**src/rtl/rcc_pkg.sv**
```systemverilog
// ---------------------------------------------------------------------------
// rcc_pkg
// Shared types and constants for the RCC clock-divider control logic.
//   rcc_state_e      : ratio-update sequencer states.
//   RCC_TIMEOUT_DEF  : default per-wait-state timeout in controller cycles.
//   RCC_CNT_WID      : counter width that holds RCC_TIMEOUT_DEF.
//   rcc_cnt_wid()    : counter width for an arbitrary timeout value.
// ---------------------------------------------------------------------------
package rcc_pkg;

  typedef enum logic [1:0] {
    IDLE     = 2'd0,
    WAIT_OFF = 2'd1,
    WAIT_ON  = 2'd2
  } rcc_state_e;

  localparam int unsigned RCC_TIMEOUT_DEF = 1023;
  localparam int unsigned RCC_CNT_WID     = $clog2(RCC_TIMEOUT_DEF + 1);

  // Width of a counter that has to reach 'timeout' without wrapping.
  function automatic int unsigned rcc_cnt_wid(input int unsigned timeout);
    return $clog2(timeout + 1);
  endfunction

endpackage

```
**src/rtl/BB_signal_sync.sv**
```systemverilog
// ---------------------------------------------------------------------------
// BB_signal_sync
// Multi-stage flip-flop synchroniser for signals that are asynchronous to clk.
//   clk   in  : destination clock
//   rst_n in  : asynchronous active-low reset, clears every stage
//   din   in  : DW-bit asynchronous input
//   dout  out : DW-bit input delayed by STAGE_NUM clk cycles
// ---------------------------------------------------------------------------
module BB_signal_sync #(
  parameter int unsigned STAGE_NUM = 2,
  parameter int unsigned DW        = 1
) (
  input  logic          clk,
  input  logic          rst_n,
  input  logic [DW-1:0] din,
  output logic [DW-1:0] dout
);

  logic [DW-1:0] stage_reg [STAGE_NUM];

  always_ff @(posedge clk or negedge rst_n) begin
    if (!rst_n) begin
      for (int i = 0; i < int'(STAGE_NUM); i++) begin
        stage_reg[i] <= '0;
      end
    end else begin
      stage_reg[0] <= din;
      for (int i = 1; i < int'(STAGE_NUM); i++) begin
        stage_reg[i] <= stage_reg[i-1];
      end
    end
  end

  assign dout = stage_reg[STAGE_NUM-1];

endmodule

```
**src/rtl/rcc_div_ratio_ctrl.sv**
```systemverilog
// ---------------------------------------------------------------------------
// rcc_div_ratio_ctrl
// Break-before-make sequencer for the ratio input of rcc_clk_div_d. A new
// non-zero ratio is only applied after the divider has been gated (ratio=0)
// and has reported that it stopped; every value driven on 'ratio' is held for
// at least HOLD_CYC cycles so the divider-side synchroniser sees a stable bus.
//   clk      in  : controller (register-bus) clock
//   rst_n    in  : asynchronous active-low reset
//   wr_en    in  : single-cycle ratio write request (ignored while busy)
//   wr_ratio in  : requested ratio, 0 stops the divided clock
//   div_en   in  : divider running status, asynchronous to clk
//   err_clr  in  : clears the sticky error flag
//   ratio    out : registered ratio driven to the divider
//   busy     out : high while a sequence is in progress
//   done     out : one-cycle pulse when a write completes
//   err      out : sticky timeout flag
// ---------------------------------------------------------------------------
module rcc_div_ratio_ctrl
  import rcc_pkg::*;
#(
  parameter int unsigned RATIO_WID = 8,
  parameter int unsigned RST_RATIO = 1,
  parameter int unsigned HOLD_CYC  = 4,
  parameter int unsigned TIMEOUT   = 1023
) (
  input  logic                 clk,
  input  logic                 rst_n,
  input  logic                 wr_en,
  input  logic [RATIO_WID-1:0] wr_ratio,
  input  logic                 div_en,
  input  logic                 err_clr,
  output logic [RATIO_WID-1:0] ratio,
  output logic                 busy,
  output logic                 done,
  output logic                 err
);

  localparam int unsigned          CNT_WID     = rcc_cnt_wid(TIMEOUT);
  localparam logic [CNT_WID-1:0]   HOLD_LAST   = CNT_WID'(HOLD_CYC - 1);
  localparam logic [CNT_WID-1:0]   TIMEOUT_CNT = CNT_WID'(TIMEOUT);
  localparam logic [RATIO_WID-1:0] RST_VAL     = RATIO_WID'(RST_RATIO);

  logic                 div_en_s;

  rcc_state_e           state_reg,  state_next;
  logic [CNT_WID-1:0]   cnt_reg,    cnt_next;
  logic [RATIO_WID-1:0] ratio_reg,  ratio_next;
  logic [RATIO_WID-1:0] target_reg, target_next;
  logic                 busy_reg,   busy_next;
  logic                 done_reg,   done_next;
  logic                 err_reg,    err_next;
  logic                 err_set;

  BB_signal_sync #(
    .STAGE_NUM (2),
    .DW        (1)
  ) u_div_en_sync (
    .clk   (clk),
    .rst_n (rst_n),
    .din   (div_en),
    .dout  (div_en_s)
  );

  always_ff @(posedge clk or negedge rst_n) begin
    if (!rst_n) begin
      state_reg  <= IDLE;
      cnt_reg    <= '0;
      ratio_reg  <= RST_VAL;
      target_reg <= '0;
      busy_reg   <= 1'b0;
      done_reg   <= 1'b0;
      err_reg    <= 1'b0;
    end else begin
      state_reg  <= state_next;
      cnt_reg    <= cnt_next;
      ratio_reg  <= ratio_next;
      target_reg <= target_next;
      busy_reg   <= busy_next;
      done_reg   <= done_next;
      err_reg    <= err_next;
    end
  end

  always_comb begin
    state_next  = state_reg;
    cnt_next    = (cnt_reg == TIMEOUT_CNT) ? cnt_reg : cnt_reg + CNT_WID'(1);
    ratio_next  = ratio_reg;
    target_next = target_reg;
    done_next   = 1'b0;
    err_set     = 1'b0;

    case (state_reg)
      IDLE: begin
        if (wr_en) begin
          target_next = wr_ratio;
          if (wr_ratio == ratio_reg) begin
            done_next = 1'b1;
          end else if (ratio_reg == '0) begin
            // Divider already gated: no need for the break phase.
            ratio_next = wr_ratio;
            state_next = WAIT_ON;
          end else begin
            ratio_next = '0;
            state_next = WAIT_OFF;
          end
        end
      end
      WAIT_OFF: begin
        // A satisfied exit condition wins over a coincident timeout.
        if (cnt_reg >= HOLD_LAST && !div_en_s) begin
          if (target_reg != '0) begin
            ratio_next = target_reg;
            state_next = WAIT_ON;
          end else begin
            state_next = IDLE;
            done_next  = 1'b1;
          end
        end else if (cnt_reg == TIMEOUT_CNT) begin
          err_set    = 1'b1;
          state_next = IDLE;
          done_next  = 1'b1;
        end
      end
      WAIT_ON: begin
        if (cnt_reg >= HOLD_LAST && div_en_s) begin
          state_next = IDLE;
          done_next  = 1'b1;
        end else if (cnt_reg == TIMEOUT_CNT) begin
          err_set    = 1'b1;
          state_next = IDLE;
          done_next  = 1'b1;
        end
      end
      default: begin
        state_next = IDLE;
      end
    endcase

    // Every state entry restarts the hold/timeout count.
    if (state_next != state_reg) begin
      cnt_next = '0;
    end

    busy_next = (state_next != IDLE);
    err_next  = err_set | (err_reg & ~err_clr);
  end

  assign ratio = ratio_reg;
  assign busy  = busy_reg;
  assign done  = done_reg;
  assign err   = err_reg;

endmodule

```
**config.mk**
```make
export PLATFORM = sky130hd
export DESIGN_NAME = rcc_div_ratio_ctrl
export DESIGN_NICKNAME = d
export VERILOG_FILES = /design/src/rtl/rcc_pkg.sv /design/src/rtl/BB_signal_sync.sv /design/src/rtl/rcc_div_ratio_ctrl.sv
export SDC_FILE = /design/constraint.sdc
export NUM_CORES = 1
export LEC_CHECK = 0
export CAP_MARGIN = 20
export CORE_ASPECT_RATIO = 1.4
export CORE_MARGIN = 2
export CORE_UTILIZATION = 55
export CTS_CLUSTER_DIAMETER = 120
export DETAILED_ROUTE_END_ITERATION = 8
export GPL_TIMING_DRIVEN = 0
export HOLD_SLACK_MARGIN = 0.12
export PLACE_DENSITY = 0.79
export SETUP_SLACK_MARGIN = 0.05
export SLEW_MARGIN = 20
export SYNTH_ARGS = -nofsm -noshare
export SYNTH_HDL_FRONTEND = slang
export SYNTH_SLANG_ARGS = --single-unit
```
**constraint.sdc**
```tcl
create_clock -name clk -period 4.8 [get_ports clk]
set_input_delay 0.96 -clock clk [delete_from_list [all_inputs] [get_ports clk]]
set_output_delay 0.96 -clock clk [all_outputs]
set_load 0.02 [all_outputs]
```
# [Word level (Yosys, flattened, before mapping)]
# Cells that the tools add are included.
[classes] n_addsub=1 multipliers=0 div_mod_pow=0 n_lt_le_gt_ge=1 eq_ne=10 shift=0 mux=26 bitwise_logic=3 n_reduce_logical=10
[op_table] cell="two-way mux 8 bit" count=5
[op_table] cell="two-way mux 10 bit" count=2
[op_table] cell="one-hot mux 8 bit (2 select lines)" count=1
[op_table] cell="two-way mux 2 bit" count=7
[op_table] cell="adder 10 x 1 -> 10 bit (second input constant)" count=1
[op_table] cell="== test 10 bit (second input constant)" count=1
[op_table] cell=">= comparator 10 x 2 -> 1 bit (second input constant)" count=1
[op_table] cell="== test 8 bit" count=1
[op_table] cell="logical NOT 8 bit" count=1
[op_table] cell="two-way mux 1 bit" count=8
[op_table] cell="inequality test 2 bit (second input constant)" count=4
[op_table] cell="nonzero test 8 bit" count=1
[op_table] cell="one-hot mux 2 bit (3 select lines)" count=1
[op_table] cell="AND reduction 5 bit" count=1
[op_table] cell="nonzero test 2 bit" count=2
[op_table] cell="one-hot mux 1 bit (3 select lines)" count=1
[op_table] cell="== test 2 x 1 -> 1 bit (second input constant)" count=1
[op_table] cell="== test 2 bit (second input constant)" count=1
[op_table] cell="logical AND 1 bit" count=2
[op_table] cell="logical NOT 2 bit" count=1
[op_table] cell="inequality test 2 x 1 -> 1 bit (second input constant)" count=1
[op_table] cell="inequality test 2 bit" count=1
[op_table] cell="one-hot mux 1 bit (2 select lines)" count=1
[op_table] cell="AND reduction 2 bit" count=1
[op_table] cell="other kinds (4)" count=4
[totals] regBits=33 latchBits=0 ramBits=0 mem_bits_ro=0 in_bits=13 output_inout_bits=11 elab_cells=60 memories=0

# [Depth between registers and ports, before layout]
# Gate-level depths: netlist of run 1.
[logic_depth] word_depth=7 mapped_depth=8 depth_no_buf=7

# [Modules after synthesis]
# From an unflattened synthesis of run 1, not the netlist that was laid out.
[hier_totals] hier_cells=190 hier_area_um2=1919.3
[by_module_without_submodules] module="rcc_div_ratio_ctrl" n_inst=1 cells_per_inst=188 area_per_inst_um2=1869.3 seq_area_each_um2=777.0
[by_module_without_submodules] module="BB_signal_sync" n_inst=1 cells_per_inst=2 area_per_inst_um2=50.0 seq_area_each_um2=50.0

# [Worst setup path before layout of run 1]
# Ideal clock, no wire load.
[synth_path] path_type="in2reg" from="input port wr_ratio[7]" to="register busy_reg (netlist: busy)" setup_ns=0.139 arrival_ns=2.456 t_required_ns=4.661 slack_ns=2.205 path_stages=6 n_path_buf=0 path_cell_list="xor2_1 > nor4_1 > a21o_1 > nor3_1 > a211o_2 > or4_1"
[synth_between] elab_chain_len=5
[synth_lines] item="start: declaration" line="rcc_div_ratio_ctrl.sv:29" text="input logic [RATIO_WID-1:0] wr_ratio,"
[synth_lines] item="== test 8 bit" line="rcc_div_ratio_ctrl.sv:96" text="if (wr_ratio == ratio_reg) begin"
[synth_lines] item="two-way mux 2 bit" line="rcc_div_ratio_ctrl.sv:96"
[synth_lines] item="two-way mux 2 bit" line="rcc_div_ratio_ctrl.sv:94" text="if (wr_en) begin"
[synth_lines] item="one-hot mux 2 bit (3 select lines)" line="rcc_div_ratio_ctrl.sv:92" text="case (state_reg)"
[synth_lines] item="net state_next[0]" line="rcc_div_ratio_ctrl.sv:45" text="rcc_state_e state_reg, state_next;"
[synth_lines] item="nonzero test 2 bit" line="rcc_div_ratio_ctrl.sv:144" text="busy_next = (state_next != IDLE);"
[synth_lines] item="net busy_next" line="rcc_div_ratio_ctrl.sv:49" text="logic busy_reg, busy_next;"
[synth_lines] item="end signal: assignment" line="rcc_div_ratio_ctrl.sv:78" text="busy_reg <= busy_next;"
[synth_lines] item="end: declaration" line="rcc_div_ratio_ctrl.sv:49"
# The timed path passes the listed nets, and every way through them passes these cells.
# A chain may end at the register's enable or synchronous reset.

# [Worst setup path in the final report of run 1]
# Ends and elaborated chain as after synthesis.

==> impl_results.md, run 1 <==
- Final Skew: 0.006347 ns
- # hold bufs at CTS: 0
- Initial core utilization: 0.5735
- First-pass GRT wire length: 7.093 mm
- Yosys reg bits: 33
- F_max: 330.3 MHz
- Pin count of the biggest net entering global routing: 34
- DR vias: 1579
- Final setup margin: 1.773 ns
- Crit path DAT: 3.17 ns
- Register area share after synthesis: 0.4309
- Req. time, crit path: 4.95 ns
- IO buf count: 23
- Max VDD drop: 391.4 uV
- Per-cell routed wire length: 16.86 um
- Setup-failing EPs final: 0
- Max reg flops: 10
- Slew @ Worst Pin: 0.9272 ns
- Post CTS Setup Buffer Count: 0
- Clk_lat worst skew: 0.28 ns
- HPWL Detailed: 3.219 mm
- Dpl ws: 1.501 ns
- Antenna Nets Post-Route: 0
- Most frequent cells in the layout: 32 x dfrtp_1, 27 x nand2_1, 22 x clkdlybuf4s50_1
- Post-synth ARST share: 1.000
- Syn Area/Cell: 10.16 um2
- Leakage: 0.9870 nW
- Routed wire length: 4.383 mm
- PD cells: 573.3 nW/um2
- Starting DRT DRC Count: 45
- Antenna violations before repair: 0
- CTS tree: yes
- Max-slew headroom: 0.3818
- Max cap viols: 0
- Clock buffer depth: 2
- CP startpoint kind: primary input
- Vias per std cell: 6.073
- Slowest CP cell: nor4_1
- R2r setup slk: 2.23 ns
- Post-synth EDFFs: 0
- Type of element capturing the critical path: register
- Post-route minimum period: 3.027 ns
- CTS Buf Count: 5
- Crit share post-route: 0.6307
- Fin nets: 237
- Die Area: 3985 um2
- Main flop type after synthesis: dfrtp_1
- Post-Syn Area: 1919 um2
- Root Buffer: clkbuf_8
- Unrepaired setup endpoints after global routing: false
- Total power: 0.001316 W
- Core Area: 3347 um2
- Post-cts gate resize count: 0
- GRT Resource Usage Total: 0.2502
- Mapped Cells: 189
- Crit Path Max Fanout: 5
- Clk pin slew, worst setup/hold paths: 0.07 ns
- Setup TNS Final: 0 ns
- H-tree level count: 2
- I/O pin cnt: 24
- Critical path, cell by cell: clkdlybuf4s50_1 > xor2_1 > nor4_1 > a21o_1 > nor3_1 > a211o_2 > or4_1
- Core Util, Final: 0.6860
- Total grt overflow: 0
- Area grow syn2layout: 19.62%
- Max stage delay on crit path: 0.48 ns
- Run status: completed
- Critical path class: in2reg
- Ys Warns: 0
- # diodes: 0
- Drt first pass iters: 4
- Fin. Hold Viols: 0
- Clock sink total: 33
- Die Y: 73.90 um
- Rows: 25
- Commonest non-fill, non-tap cell in the layout: dfrtp_1
- Synth unique cells: 45
- Vias in the first global route: 1588
- Synth Net Count: 207
- Min-delay worst type: reg2reg
- Die X: 53.93 um
- DRC: 0
- Ratio of cells with drive above 1 in the final layout: 0.1773
- RePlAce Congestion: 0.8171
- Slew Viols, Final: 0
worst max-delay path: cells and delay by family:
kind | cells | cell delay, ns
and+or+nand+nor | 3 | 0.97
AOI/OAI and AO/OA | 2 | 0.59
xor gates and xnor gates | 1 | 0.19
buffers and inverters | 1 | 0.47
power by group:
part	total (W)	switching (W)	internal (W)	leakage (nW)
clock	0.000231	0.000101	0.000130	0.0542
sequential	0.000456	0.0000884	0.000367	0.421
combinational	0.000630	0.000340	0.000289	0.512
total	0.00132	0.000530	0.000786	0.987
path summary, 6_finish.rpt:
kind	start	cells past startpoint	endpoint
min	u_div_en_sync.stage_reg[1]$_DFF_PN0_	0	u_div_en_sync.dout$_DFF_PN0_
max	wr_ratio[7]	7	busy$_DFF_PN0_
min reg2reg	u_div_en_sync.stage_reg[1]$_DFF_PN0_	0	u_div_en_sync.dout$_DFF_PN0_
max in group asynchronous	rst_n	1	busy$_DFF_PN0_
min in group asynchronous	rst_n	1	cnt_reg[8]$_DFFE_PN0P_
max reg2reg	cnt_reg[0]$_DFFE_PN0P_	7	busy$_DFF_PN0_
routing by layer:
metal / GRT usage / up-vias / routed length (um) / part of all wire
met4: 0.1681 / 0 / 146 / 0.033
met1: 0.2569 / 772 / 1672 / 0.38
li1: - / 746 / - / -
met2: 0.4282 / 47 / 2410 / 0.55
met5: 0 / - / 0 / 0
met3: 0.06504 / 14 / 153 / 0.035
final cells by class:
class	instances	area (um2)
multi-input combinational	146	1045
clock inverter	1	5.005
tap	40	50.05
clock buffer	7	96.34
sequential	33	827.0
inverter	6	22.52
fill	257	1051
timing repair buffer	23	225.2
buffer	4	25.02
logic make-up (layout without fill, tap and decap cells):
family | Yosys count | in the layout | synth area share
buffers and inverters | 10 | 41 | 0.02477
AOI/OAI and AO/OA | 31 | 31 | 0.1350
xor gates and xnor gates | 13 | 13 | 0.05932
adders and majority gates | 5 | 5 | 0.03259
and+or+nand+nor | 79 | 79 | 0.2132
DFF | 33 | 33 | 0.4309
muxes | 18 | 18 | 0.1043
Yosys cell counts, types with 2 or more instances:
cell	number	share of area
o41ai_2	2	0.017
mux2_2	16	0.094
or4_1	3	0.012
nor3_2	2	0.010
ha_1	5	0.033
o21ai_0	10	0.026
xnor2_1	3	0.014
mux2i_1	2	0.010
a211oi_1	2	0.0078
nand2_1	27	0.053
or3_1	2	0.0065
xor2_1	10	0.046
nand3_1	8	0.021
nor4_1	6	0.020
nand2b_1	2	0.0065
dfrtp_1	32	0.42
a21oi_1	4	0.010
nand4_1	2	0.0065
inv_1	6	0.012
clkbuf_1	3	0.0059
nor2_1	18	0.035
through the flow:
step	instances	cell area, um2	hold slack, ns
floorplan	189	1919	0.3312
global placement	252	2200	0.3381
detailed placement	252	2195	0.3434
CTS	260	2296	0.3533
global route	260	2296	0.3591
finish	260	2296	0.3512
No activity file was read; power rests on OpenSTA's default activity.
==> run 2, diff against run 1 <==
==> constraint.sdc (replaced) <==
create_clock -name clk -period 3.1 [get_ports clk]
set_input_delay 0.62 -clock clk [delete_from_list [all_inputs] [get_ports clk]]
set_output_delay 0.62 -clock clk [all_outputs]
set_load 0.02 [all_outputs]
==> results of run 2 <==
Same layout as run 1 (identical final DEF). Status: completed.
Main changes from that run: setup slack after placement 1.501 ns -> 0.1407 ns; setup slack after layout 1.773 ns -> 0.4128 ns; register-to-register setup slack 2.23 ns -> 0.53 ns; total power 0.001316 W -> 0.002038 W; worst IR drop on VDD 391.4 uV -> 606.1 uV
==> run 3, diff against run 2 <==
--- a/config.mk
+++ b/config.mk
@@ -13,7 +13,7 @@
 export DETAILED_ROUTE_END_ITERATION = 8
 export GPL_TIMING_DRIVEN = 0
 export HOLD_SLACK_MARGIN = 0.12
-export PLACE_DENSITY = 0.79
+export PLACE_DENSITY_LB_ADDON = 0.25
 export SETUP_SLACK_MARGIN = 0.05
 export SLEW_MARGIN = 20
 export SYNTH_ARGS = -nofsm -noshare
==> run 3 against run 2 <==
Via count barely moved. Global-route usage rose by 1.8 points. Sequential power fell by 0.6%. Die area did not move. Worst hold slack improved by 0.0029 ns. Setup slack got worse by 0.15 ns. Design area did not move. Clock power barely moved. Wire length rose by 3.5%. Power rose by 0.60%. Utilization did not move. Sequential share of layout area did not move. Critical endpoint is now ratio[1]$_DFFE_PN0P_.
==> impl_results.md, run 3 (synthesized netlist as in run 1, its figures left out) <==
- Run status: completed (unchanged)
- Routed wire length: 4.536 mm (was 4.383 mm)
- Crit Path Max Fanout: 8 (was 5)
- Met1 Use GR: 0.2756 (was 0.2569)
- IO buf count: 23 (unchanged)
- Final Skew: 0.009249 ns (was 0.006347 ns)
- Core Area: 3347 um2 (unchanged)
- RePlAce Congestion: 0.8282 (was 0.8171)
- # diodes: 0 (unchanged)
- Post-cts gate resize count: 0 (unchanged)
- Placed cell area: 2195 um2 (unchanged)
- Met2 usage: 0.4675 (was 0.4282)
- Clock buffer depth: 2 (unchanged)
- DRC: 0 (unchanged)
- Antenna Nets Post-Route: 0 (unchanged)
- Crit path DAT: 3.01 ns (was 2.83 ns)
- Crit share post-route: 0.9151 (was 0.8668)
- Max cap viols: 0 (unchanged)
- Antenna violations before repair: 0 (unchanged)
- Grt met3 use: 0.06911 (was 0.06504)
- Leakage: 0.9870 nW (unchanged)
- Max VDD drop: 673.8 uV (was 606.1 uV)
- Clk pin slew, worst setup/hold paths: 0.07 ns (about the same)
- I/O pin cnt: 24 (unchanged)
- Setup TNS Final: 0 ns (unchanged)
- DR vias: 1578 (was 1579)
- Vias in the first global route: 1659 (was 1588)
- F_max: 352.5 MHz (was 372.1 MHz)
- First-pass GRT wire length: 7.486 mm (was 7.093 mm)
- Total grt overflow: 0 (unchanged)
- Placed cells: 252 (unchanged)
- Commonest non-fill, non-tap cell in the layout: dfrtp_1 (unchanged)
- HPWL Detailed: 3.322 mm (was 3.219 mm)
- Critical path class: in2reg (unchanged)
- Initial core utilization: 0.5735 (unchanged)
- Clk_lat worst skew: 0.29 ns (was 0.28 ns)
- Area grow syn2layout: 19.62% (unchanged)
- Most frequent cells in the layout: 32 x dfrtp_1, 27 x nand2_1, 22 x clkdlybuf4s50_1 (unchanged)
- # hold bufs at CTS: 0 (unchanged)
- WP buf/inv: 1 (unchanged)
- Ratio of cells with drive above 1 in the final layout: 0.1773 (unchanged)
- Design area: 2296 um2 (unchanged)
- Slew Viols, Final: 0 (unchanged)
- Clock sink total: 33 (unchanged)
- Slowest CP cell: a22oi_1 (was nor4_1)
- GRT Resource Usage Total: 0.2686 (was 0.2502)
- PD cells: 893.1 nW/um2 (was 887.7 nW/um2)
- CP startpoint kind: primary input (unchanged)
- Max-slew headroom: 0.3707 (was 0.3818)
- Family with the most delay on the worst path: compound AO/OA/AOI/OAI gates (was simple AND/OR/NAND/NOR gates)
- Drt first pass iters: 4 (unchanged)
- Top Usage Layer GRT: met2 (unchanged)
- Slew @ Worst Pin: 0.9440 ns (was 0.9272 ns)
- Critical path, cell by cell: clkdlybuf4s50_1 > xor2_1 > nor4_1 > a21o_1 > a22oi_1 > mux2_2 (was clkdlybuf4s50_1 > xor2_1 > nor4_1 > a21o_1 > nor3_1 > a211o_2 > or4_1)
- Vias per std cell: 6.069 (was 6.073)
- Per-cell routed wire length: 17.45 um (was 16.86 um)
- CTS tree: yes (unchanged)
- Type of element capturing the critical path: register (unchanged)
- Starting DRT DRC Count: 63 (was 45)
- CTS Buf Count: 5 (unchanged)
- Max stage delay on crit path: 0.77 ns (was 0.48 ns)
- Die X: 53.93 um (unchanged)
- Die Y: 73.90 um (unchanged)
- Rows: 25 (unchanged)
- H-tree level count: 2 (unchanged)
- Max reg flops: 10 (unchanged)
- Root Buffer: clkbuf_8 (unchanged)
- Post CTS Setup Buffer Count: 0 (unchanged)
- Final cell count without fillers: 260 (unchanged)
- Min-delay worst type: reg2reg (unchanged)
- Setup-failing EPs final: 0 (unchanged)
- Fin nets: 237 (unchanged)
- Unrepaired setup endpoints after global routing: false (unchanged)
- Fin. Hold Viols: 0 (unchanged)
- Post-route minimum period: 2.837 ns (was 2.687 ns)
- Pin count of the biggest net entering global routing: 34 (unchanged)
- Die Area: 3985 um2 (unchanged)
- Req. time, crit path: 3.27 ns (was 3.25 ns)
run 3: routing by layer:
layer | vias up | routed length, um
li1 | 742 | -
met1 | 785 | 1706
met2 | 37 | 2487
met3 | 14 | 164
met4 | 0 | 177
met5 | - | 0
run 3: layout make-up:
| class | instances | area [um2] |
|---|---|---|
| Clock buffer | 7 | 96.34 |
| Buffer | 4 | 25.02 |
| Sequential cell | 33 | 827.0 |
| Multi-Input combinational cell | 146 | 1045 |
| Timing Repair Buffer | 23 | 225.2 |
| Tap cell | 40 | 50.05 |
| Clock inverter | 1 | 5.005 |
| Fill cell | 254 | 1051 |
| Inverter | 6 | 22.52 |
run 3: worst paths after layout:
kind	start	end	slack, ns	cells past startpoint
worst max-delay path	wr_ratio[6]	ratio[1]$_DFFE_PN0P_	0.26	6
worst min-delay path	u_div_en_sync.stage_reg[1]$_DFF_PN0_	u_div_en_sync.dout$_DFF_PN0_	0.35	0
worst max register to register	cnt_reg[0]$_DFFE_PN0P_	busy$_DFF_PN0_	0.54	7
worst min register to register	u_div_en_sync.stage_reg[1]$_DFF_PN0_	u_div_en_sync.dout$_DFF_PN0_	0.35	0
max in group asynchronous	rst_n	target_reg[3]$_DFFE_PN0P_	2.23	1
min in group asynchronous	rst_n	cnt_reg[6]$_DFFE_PN0P_	0.39	1
run 3: power by group:
group          switching (W)  internal (W)  leakage, nW  total, W
Combinational       0.000542      0.000449        0.512  0.000991
Sequential          0.000132      0.000569        0.421  0.000701
Clock               0.000158      0.000201       0.0542  0.000358
run 3: metrics by stage:
| stage | setup WS [ns] | util | hold slack, ns | power (W) |
|---|---|---|---|---|
| after floorplan | 0.8452 | - | 0.3244 | 0.001381 |
| after global routing | 0.2876 | 0.6860 | 0.3715 | 0.002182 |
| after global placement | 0.1460 | 0.6572 | 0.3367 | 0.001640 |
| after detailed placement | 0.05458 | 0.6557 | 0.3410 | 0.001688 |
| final | 0.2633 | 0.6860 | 0.3541 | 0.002050 |
| after CTS | 0.3146 | 0.6860 | 0.3569 | 0.002064 |
==> variant 1: new RTL, config.mk and constraints of run 1 <==
Set the parameter `TIMEOUT` to 2046 (it was 1023).
--- a/src/rtl/rcc_div_ratio_ctrl.sv
+++ b/src/rtl/rcc_div_ratio_ctrl.sv
@@ -21,7 +21,7 @@
   parameter int unsigned RATIO_WID = 8,
   parameter int unsigned RST_RATIO = 1,
   parameter int unsigned HOLD_CYC  = 4,
-  parameter int unsigned TIMEOUT   = 1023
+  parameter int unsigned TIMEOUT   = 2046
 ) (
   input  logic                 clk,
   input  logic                 rst_n,
Formal check against the unedited RTL: same outputs for any inputs over 10 cycles, from zero or initial values and one cycle with rst_n low; that may be too few to reach the edited logic, so the function may still have changed.
==> variant 1 against run 1 <==
Cell area increased by 8.8%. Synthesized area is 6.8% higher. Routed wire length up 6.6%. Synthesized cell count rose by 11%. Largest cell class unchanged. Sequential cell count increased by 1. Hold slack barely moved. Setup slack improved by 0.29 ns. Power grew 16%.
==> variant 1: results (changes against run 1) <==
Synth area leaders = dfrtp_1, xnor2_1, a21oi_1 (was dfrtp_1, mux2_2, nand2_1)
VDD IR max = 428.0 uV (was 391.4 uV)
Post-DP Area = 2356 um^2 (was 2195 um^2)
Maximum fanout along the worst path = 10 (was 5)
Relative slew margins = 58.02% (was 38.18%)
GPL Wtd Cong = 0.8675 (was 0.8171)
Sequential element share of the synthesized area = 41.55% (was 43.09%)
DP HPWL = 3370 um (was 3219 um)
Synthesized Nets = 228 (was 207)
Yosys cell types = 44 (was 45)
Iteration-0 DRC count of the detailed router = 54 (was 45)
Largest net degree at the start of global routing = 21 (was 34)
Fillers = 291 (was 257)
First-pass GRT wire length = 8190 um (was 7093 um)
Async S/R FF share, synth = 100.0% (unchanged)
Vias per Instance = 5.862 (was 6.073)
GRT Total Usage = 24.13% (was 25.02%)
Mean Syn Cell Area = 9.812 um^2 (was 10.16 um^2)
NumNets Final = 259 (was 237)
Placement Setup Slack = 1.767 ns (was 1.501 ns)
Status = completed (unchanged)
Placed Cells = 275 (was 252)
Most common library cells after synthesis = dfrtp_1, a21oi_1, nand2_1 (was dfrtp_1, nand2_1, nor2_1)
WL final = 4672 um (was 4383 um)
Initial antenna violation count = 0 (unchanged)
CP arrival = 2.95 ns (was 3.17 ns)
Vias in the first global route = 1,725 (was 1,588)
DR WL/cell = 16.51 um (was 16.86 um)
Clock Latency Late Sink = 0.28 ns (about the same)
Setup Skew = 0.003725 ns (was 0.006347 ns)
Max FFs per register = 11 (was 10)
Design area = 2499 um^2 (was 2296 um^2)
LEAKAGE = 1.037 nW (was 0.9870 nW)
Share of cells above drive strength 1 = 17.43% (was 17.73%)
variant 1: routing by layer:
layer / GRT usage (%) / vias up / share of wire, %
met2: 42.50 / 39 / 55
met3: 3.905 / 7 / 3.4
met1: 29.05 / 807 / 40
met5: 0 / - / 0
li1: - / 806 / -
met4: 9.268 / 0 / 1.1
variant 1: where the power goes:
part	internal [mW]	total (mW)	switching, mW	leakage, nW
sequential	0.389	0.506	0.118	0.425
clock	0.222	0.329	0.107	0.0714
combinational	0.302	0.686	0.385	0.540
variant 1: cell type report:
type	count	share of cell area, %
multi-input cells	161	45.27
flip-flops and latches	34	34.10
repair buffers	24	10.12
clock buffers	6	3.305
clock inverters	2	2.404
well taps	42	2.103
plain buffers	8	1.803
inverters	6	0.9014
variant 1: logic make-up (layout without fill, tap and decap cells):
kind of cell	after synthesis	in the layout	synth area share [%]
and+or+nand+nor	85	85	25.20
AOI/OAI and AO/OA	42	42	13.06
DFF	34	34	41.55
xor gates and xnor gates	15	15	6.407
buffers and inverters	14	46	3.294
muxes	13	13	6.834
adders and majority gates	6	6	3.661
variant 1: worst max-delay path, cell delays in order:
cell and delay [ns]:
clkdlybuf4s50_1 0.47, xnor2_1 0.16, nand4_1 0.15, o21ai_1 0.14, a21oi_1 0.55, buf_2 0.34, nor2_1 0.06, a21oi_1 0.11
variant 1: worst paths after layout:
path,slack [ns],endpoint,start,cells past startpoint
worst max-delay path,2.07,ratio[6]$_DFFE_PN0P_,wr_ratio[7],8
min in group asynchronous,0.60,done$_DFF_PN0_,rst_n,1
worst max register to register,2.14,ratio[6]$_DFFE_PN0P_,state_reg[1]$_DFF_PN0_,8
worst min-delay path,0.35,u_div_en_sync.dout$_DFF_PN0_,u_div_en_sync.stage_reg[1]$_DFF_PN0_,0
max in group asynchronous,3.78,cnt_reg[8]$_DFFE_PN0P_,rst_n,2
worst min register to register,0.35,u_div_en_sync.dout$_DFF_PN0_,u_div_en_sync.stage_reg[1]$_DFF_PN0_,0
==> variant 2: new RTL, settings of run 1 <==
Without the edit above. Encoding of `rcc_state_e`: now one-hot (3 bits for 3 states).
--- a/src/rtl/rcc_pkg.sv
+++ b/src/rtl/rcc_pkg.sv
@@ -8,10 +8,10 @@
 // ---------------------------------------------------------------------------
 package rcc_pkg;
 
-  typedef enum logic [1:0] {
-    IDLE     = 2'd0,
-    WAIT_OFF = 2'd1,
-    WAIT_ON  = 2'd2
+  typedef enum logic [2:0] {
+    IDLE     = 3'b001,
+    WAIT_OFF = 3'b010,
+    WAIT_ON  = 3'b100
   } rcc_state_e;
 
   localparam int unsigned RCC_TIMEOUT_DEF = 1023;
Check against the original RTL: no difference found for any inputs over 10 cycles, from zero or initial values and one cycle with rst_n low; not proved beyond that.
==> variant 2 against run 1 <==
Count of clock-buffer cells in the layout unchanged. Sequential cell count up 1. Non-clock buffer count unchanged. Clock skew up 0.0042 ns. Setup slack better by 0.22 ns. Final cell count down 5.8%. First-iteration DRC count down 18%. Global-route usage down 1.2 points. Largest cell class unchanged. Power down 15%. Synthesized area down 6.6%. Routed wire length down 12%. Synthesized cell count down 7.4%. Cell area down 5.4%.
==> variant 2: results (changes against run 1) <==
Status = completed (unchanged)
Yosys cell types = 42 (was 45)
Power, Total = 1.118 mW (was 1.316 mW)
VDD IR max = 290.3 uV (was 391.4 uV)
Post-DP Area = 2066 um^2 (was 2195 um^2)
GPL Wtd Cong = 0.8076 (was 0.8171)
CP arrival = 2.98 ns (was 3.17 ns)
RR Endpoint = cnt_reg[8]$_DFFE_PN0P_ (was busy$_DFF_PN0_)
Placement Setup Slack = 1.652 ns (was 1.501 ns)
Clk. pwr = 0.256 mW (was 0.231 mW)
Compound-Gate Fraction of Synth Area = 13.41% (was 13.49%)
Comb pwr share = 38.9% (was 47.9%)
Proportion of synthesized area in mux cells = 5.587% (was 10.43%)
DP HPWL = 2871 um (was 3219 um)
Synth area leaders = dfrtp_1, nand2_1, mux2_2 (was dfrtp_1, mux2_2, nand2_1)
Multi-input gates = 134 (was 146)
Switching part of the total = 37.06% (was 40.27%)
Seq Cell Count = 34 (was 33)
Sequential element share of the synthesized area = 47.63% (was 43.09%)
Share of cells above drive strength 1 = 14.08% (was 17.73%)
Vias per Instance = 5.894 (was 6.073)
Synth Area in Adders = 0.6983% (was 3.259%)
Seq area share = 39.29% (was 36.02%)
GRT Total Usage = 23.84% (was 25.02%)
LEAKAGE = 0.9413 nW (was 0.9870 nW)
Minimum clock period = 2.812 ns (was 3.027 ns)
Most common library cells after synthesis = dfrtp_1, nand2_1, nor3_1 (was dfrtp_1, nand2_1, nor2_1)
First-pass GRT wire length = 6382 um (was 7093 um)
[variant 2: cell types whose count changed after synthesis, moves of 4 or more]
cell | before | now
ha_1 | 5 | 1
nor2_1 | 18 | 10
o21ai_0 | 10 | 5
nand2_1 | 27 | 32
a22o_1 | 0 | 9
nor3_1 | 1 | 15
mux2_2 | 16 | 8
[variant 2: layer usage]
layer / vias to the layer above / global-route usage [%] / part of all wire (%)
met2: 25 / 45.43 / 57
met3: 7 / 7.083 / 3.3
met5: - / 0 / 0
met1: 718 / 22.92 / 37
li1: 694 / - / -
met4: 0 / 9.402 / 2.0
[variant 2: worst max-delay path: cells and delay by family]
kind | cells | cell delay, ns
AND/OR/NAND/NOR | 1 | 0.42
AO/OA/AOI/OAI | 2 | 0.54
multiplexers | 1 | 0.40
XOR/XNOR | 1 | 0.20
buffers and inverters | 1 | 0.45
